### src/rtl/div_w_ctrl.sv
// div_w_ctrl: sequencing stage in front of the 64-bit combinational divider for RV64M word divides.
//   Latches and extends DIVW/DIVUW/REMW/REMUW operands, holds the divider inputs for DIV_LATENCY
//   cycles, then captures quotient/remainder, applies divide-by-zero and overflow semantics and
//   sign-extends the 32-bit result.
// Ports:
//   clk, rst (async, active-high)
//   start_in, op_in[1:0], rs1_in[63:0], rs2_in[63:0], flush_in   - request from the core
//   busy_out, done_out, result_out[63:0]                          - stall, result-valid pulse, result
//   div_dividend_out[63:0], div_divisor_out[31:0], div_signed_out - to the divider
//   div_quotient_in[31:0], div_remainder_in[63:0], div_zero_in    - from the divider
// Optional: define DIV_ZERO_FAST_EN to resolve a zero divisor in the issue cycle, bypassing BUSY.
module div_w_ctrl #(
    parameter int DIV_LATENCY = 4,
    parameter int CNT_W       = 8
) (
    input  logic        clk,
    input  logic        rst,
    input  logic        start_in,
    input  logic [1:0]  op_in,
    input  logic [63:0] rs1_in,
    input  logic [63:0] rs2_in,
    input  logic        flush_in,
    output logic        busy_out,
    output logic        done_out,
    output logic [63:0] result_out,
    output logic [63:0] div_dividend_out,
    output logic [31:0] div_divisor_out,
    output logic        div_signed_out,
    input  logic [31:0] div_quotient_in,
    input  logic [63:0] div_remainder_in,
    input  logic        div_zero_in
);
    typedef enum logic [1:0] {IDLE, BUSY, DONE} state_t;
    state_t            state_q, state_d;
    logic [CNT_W-1:0]  cnt_q, cnt_d;
    logic [63:0]       dividend_q, dividend_d;
    logic [31:0]       divisor_q, divisor_d;
    logic              signed_q, signed_d;
    logic              is_rem_q, is_rem_d;
    logic [63:0]       result_q, result_d;
    logic              accept, fast, expire, ovf, acc_signed;
    logic [31:0]       quot, rem, sel, fast_sel;
    logic              unused;
    // Upper operand halves and upper remainder bits are irrelevant for W ops.
    assign unused = ^{rs1_in[63:32], rs2_in[63:32], div_remainder_in[63:32]};
    assign accept     = (state_q == IDLE) & start_in & ~flush_in;
    assign expire     = (state_q == BUSY) & (cnt_q == '0) & ~flush_in;
    assign acc_signed = ~op_in[0];
`ifdef DIV_ZERO_FAST_EN
    assign fast = accept & (rs2_in[31:0] == 32'd0);
`else
    assign fast = 1'b0;
`endif
    // Most-negative / -1 cannot be represented by the divider's quotient; RISC-V defines the result.
    assign ovf  = signed_q & (dividend_q[31:0] == 32'h8000_0000) & (divisor_q == 32'hFFFF_FFFF);
    assign quot = div_zero_in ? 32'hFFFF_FFFF : ovf ? 32'h8000_0000 : div_quotient_in;
    assign rem  = div_zero_in ? dividend_q[31:0] : ovf ? 32'd0 : div_remainder_in[31:0];
    assign sel  = is_rem_q ? rem : quot;
    // Zero-divisor result straight from the request, used only by the fast path.
    assign fast_sel = op_in[1] ? rs1_in[31:0] : 32'hFFFF_FFFF;
    always_ff @(posedge clk or posedge rst) begin
        if (rst) begin
            state_q    <= IDLE;
            cnt_q      <= '0;
            dividend_q <= '0;
            divisor_q  <= '0;
            signed_q   <= 1'b0;
            is_rem_q   <= 1'b0;
            result_q   <= '0;
        end else begin
            state_q    <= state_d;
            cnt_q      <= cnt_d;
            dividend_q <= dividend_d;
            divisor_q  <= divisor_d;
            signed_q   <= signed_d;
            is_rem_q   <= is_rem_d;
            result_q   <= result_d;
        end
    end
    always_comb begin
        state_d = state_q;
        case (state_q)
            IDLE:    state_d = accept ? (fast ? DONE : BUSY) : IDLE;
            BUSY:    state_d = flush_in ? IDLE : (cnt_q == '0) ? DONE : BUSY;
            default: state_d = IDLE;
        endcase
    end
    always_comb begin
        cnt_d      = cnt_q;
        dividend_d = dividend_q;
        divisor_d  = divisor_q;
        signed_d   = signed_q;
        is_rem_d   = is_rem_q;
        result_d   = result_q;
        if (accept) begin
            signed_d   = acc_signed;
            dividend_d = {{32{acc_signed & rs1_in[31]}}, rs1_in[31:0]};
            divisor_d  = rs2_in[31:0];
            is_rem_d   = op_in[1];
            cnt_d      = CNT_W'(DIV_LATENCY - 1);
        end
        if (fast)
            result_d = {{32{fast_sel[31]}}, fast_sel};
        if ((state_q == BUSY) & ~flush_in & (cnt_q != '0))
            cnt_d = cnt_q - 1'b1;
        if (expire)
            result_d = {{32{sel[31]}}, sel};
    end
    assign busy_out         = (state_q == BUSY) | ((state_q == IDLE) & start_in);
    assign done_out         = (state_q == DONE) & ~flush_in;
    assign result_out       = result_q;
    assign div_dividend_out = dividend_q;
    assign div_divisor_out  = divisor_q;
    assign div_signed_out   = signed_q;
endmodule

### config.mk
export PLATFORM = sky130hd
export DESIGN_NAME = div_w_ctrl
export DESIGN_NICKNAME = d
export VERILOG_FILES = /design/src/rtl/div_w_ctrl.sv
export SDC_FILE = /design/constraint.sdc
export NUM_CORES = 1
export LEC_CHECK = 0
export ABC_AREA = 1
export CAP_MARGIN = 20
export CORE_AREA = 5 5 150 152
export DETAILED_ROUTE_END_ITERATION = 6
export DIE_AREA = 0 0 155 157
export PLACE_DENSITY = 0.71
export SYNTH_ARGS = -nofsm -noshare
export SYNTH_HDL_FRONTEND = slang
export SYNTH_SLANG_ARGS = --single-unit
### constraint.sdc
create_clock -name clk -period 4.1 [get_ports clk]
set_input_delay 0.41 -clock clk [delete_from_list [all_inputs] [get_ports clk]]
set_output_delay 0.41 -clock clk [all_outputs]
set_load 0.005 [all_outputs]
==> flow_summary.yaml <==
outcome:
  status: "completed"
power_and_ir_drop:
  p_clk_share_pct: 18.7
  combPwrFrac_pct: 43.1
  power.density_nw_per_um2: 521
  power_leakage_nw: 4.40
  ir_drop_uv: 215
  p_switching_w: 0.00161
  internal-power_w: 0.00313
  switching_share_pct: 34.0
  p_seq_share_pct: 38.2
critical_path:
  reg2reg_from: "div_dividend_out[27]"
  r2r_setup_slack_ns: 1.58
  cp.required_ns: 4.34
  crit_slowest_cell: "nand3_2"
  ff2ff_path_depth: 11
  critical_path_arrival_ns: 2.76
  path_cells: "nor2_1 > nand2_1 > nor2_1 > nand2_1 > nor2_1 > nand3_2 > buf_4 > nand2_1 > nand2_1 > nand3_1 > nand2_1"
  worstSetupStartpointType: "flip-flop"
  crit_top_cell: "nand2_1"
  reg2reg_to: "result_out[18]"
  worst-path-max-fanout: 36
  cp-end-kind: "flip-flop"
  crit_path_max_incr_delay_ns: 0.61
  crit_type: "flip-flop to flip-flop"
clock_tree:
  ctsHoldBuffers: 0
  clk_latency_ns: 0.35
  post_cts_buffers: 0
  cts_resized: 0
  cts_buffers: 9
  cts_tree: "built"
  htree_levels: 3
  clkTransAtPathRegs_ns: 0.08
  cts_root_buf: "clkbuf_16"
  cts_sinks: 109
  clock_path_buffers: 2
cells_and_area:
  drive_gt1_share_pct: 2.94
  nets: 1316
  synthToLayoutAreaGrowth_pct: 51.0
  utilization_pct: 43.5
place:
  portBuffers: 297
  place_hpwl_microns: 15700
  dp_worst_setup_slack_ns: 1.52
  gp_congestion: 0.840
floorplan:
  initial_core_util_pct: 28.8
  die-area_sq_um: 24300
  die_w_microns: 155
  num_io_pins: 394
  num_rows: 53
  core_area_sq_um: 20900
  die_h_microns: 157
global_routing:
  grt.total_usage_pct: 16.7
  grt_overflow_total: 0
  antenna_found_initial: 1
  globalRoute.busiestLayer: "met2"
  grt_util_met3_pct: 3.82
  grt_pass1_wl_microns: 32100
  first_global_vias: 5639
  grt_use_met1_pct: 22.7
  grtUsageMet2_pct: 26.1
  grt_max_degree: 69
yosys:
  ys_ff_latch: 109
  yosys_warnings: 0
  synth_cell_types: 21
  synthCells: 866
  synth_area_sq_um: 6020
  syn_avg_cell_area_sq_um: 6.95
  ys_seq_area_share_pct: 45.3
  synth_nets: 1099
timing:
  period_share_pct: 61.4
  tightest_slew_ns: 0.937
  whs_ns: 0.482
  period_needed_ns: 2.52
  setup-tns-final_ns: 0
  fmax_mhz: 397
  setup_ws_ns: 1.58
  slew_viol_final: 0
  rsz0062_at_grt: "false"
  fin_worst_skew_ns: 0.00913
  setup_violations: 0
  slew_headroom_pct: 37.5
  hold_viol: 0
detailed_routing:
  routedWlPerCell_microns: 15.6
  drtPass1Iterations: 5
  vias: 6014
  ant_nets: 0
  wirelength_microns: 21300
  vias_per_cell: 4.41
  drt_iter0_drc: 351
  drc: 0
job:
  cap_viol_max_count: 0
worst_hold_path:
  hold_path.class: "flip-flop to flip-flop"
  hold_end: "result_out[0]"
  hp-start: "result_out[0]"
  min_path_cells: 2
[layout make-up]
type	count	area [sq um]
Clock buffer	10	229
Multi-Input combinational cell	600	2450
Inverter	55	209
Sequential cell	109	2730
Fill cell	2091	11800
Timing Repair Buffer	308	3060
Antenna cell	1	2.50
Tap cell	275	344
Clock inverter	6	63.8
[power by group through the flow]
stage | logic [W] | clock network [W] | registers (W)
4_1_cts | 0.00208 | 0.000923 | 0.00181
6_report | 0.00204 | 0.000887 | 0.00181
5_1_grt | 0.00226 | 0.000961 | 0.00188
3_3_place_gp | 0.00204 | 0 | 0.00181
3_5_place_dp | 0.00208 | 0 | 0.00183
2_1_floorplan | 0.000943 | 0 | 0.00176
[cell usage after synthesis, drive strengths merged]
cell	n	area [sq um]
nand2	418	1570
dfrtp	109	2730
o22ai	1	6.26
nor3	4	20.0
buf	78	548
and2	1	6.26
nand4	6	37.5
mux2i	1	10.0
nand3	45	230
xor2	1	8.76
inv	55	206
clkbuf	24	90.1
nor4	1	21.3
ha	2	25.0
a21oi	34	170
o31ai	1	7.51
o21ai	12	60.1
nor2	73	274
[state kept, by name (all words and copies together) (netlist names)]
| name | flops |
|---|---|
| result_out | 32 |
| is_rem_q | 1 |
| div_dividend_out | 33 |
| state_q | 2 |
| div_divisor_out | 32 |
| div_signed_out | 1 |
| cnt_q | 8 |
[layout by cell type, fill, tap and decap left out, types with 2 or more instances in the layout]
| cell type | synthesis | final |
|---|---|---|
| nand4_1 | 6 | 6 |
| nand2_1 | 418 | 418 |
| ha_1 | 2 | 2 |
| clkbuf_16 | 0 | 9 |
| nand3_1 | 44 | 44 |
| nor3_1 | 4 | 4 |
| clkinv_2 | 0 | 2 |
| a21oi_1 | 34 | 34 |
| clkdlybuf4s50_1 | 0 | 296 |
| clkinvlp_4 | 0 | 2 |
| buf_4 | 63 | 10 |
| dfrtp_1 | 109 | 109 |
| inv_1 | 54 | 53 |
| o21ai_0 | 12 | 12 |
| nor2_1 | 73 | 72 |
[worst max-delay path by stage]
stage                     slack, ns                  from              to
after floorplan                0.82                   rst        cnt_q[0]
after global placement         1.50   div_dividend_out[6]  result_out[18]
after detailed placement       1.52   div_dividend_out[6]  result_out[10]
after CTS                      1.48   div_dividend_out[6]  result_out[18]
after global routing           1.32   div_dividend_out[6]  result_out[26]
final                          1.58  div_dividend_out[27]  result_out[18]
[through the flow]
step / instances / instance area, sq um / total power (W)
5_1_grt: 1364 / 9090 / 0.00510
3_5_place_dp: 1347 / 8790 / 0.00390
2_1_floorplan: 866 / 6020 / 0.00270
6_report: 1364 / 9090 / 0.00474
3_3_place_gp: 1347 / 8790 / 0.00386
4_1_cts: 1363 / 9080 / 0.00482
[metal layers]
metal / up-vias / wire (microns)
li1: 3012 / -
met3: 35 / 1710
met1: 2721 / 9210
met5: - / 0
met4: 0 / 599
met2: 246 / 9820
[cells by family after synthesis]
| family | Yosys count | synth area share [%] |
|---|---|---|
| xor+xnor | 1 | 0.146 |
| flops | 109 | 45.3 |
| compound gates | 48 | 4.05 |
| simple gates | 548 | 35.9 |
| buf+inv | 157 | 14.0 |
| fa+ha+maj | 2 | 0.416 |
| mux | 1 | 0.166 |
[worst max-delay path, delay by kind of cell (launching register included)]
family        cells  cell delay, ns
simple gates     10            1.43
buf+inv           1            0.50
flops             1            0.46
No activity file was read; power rests on OpenSTA's default activity.
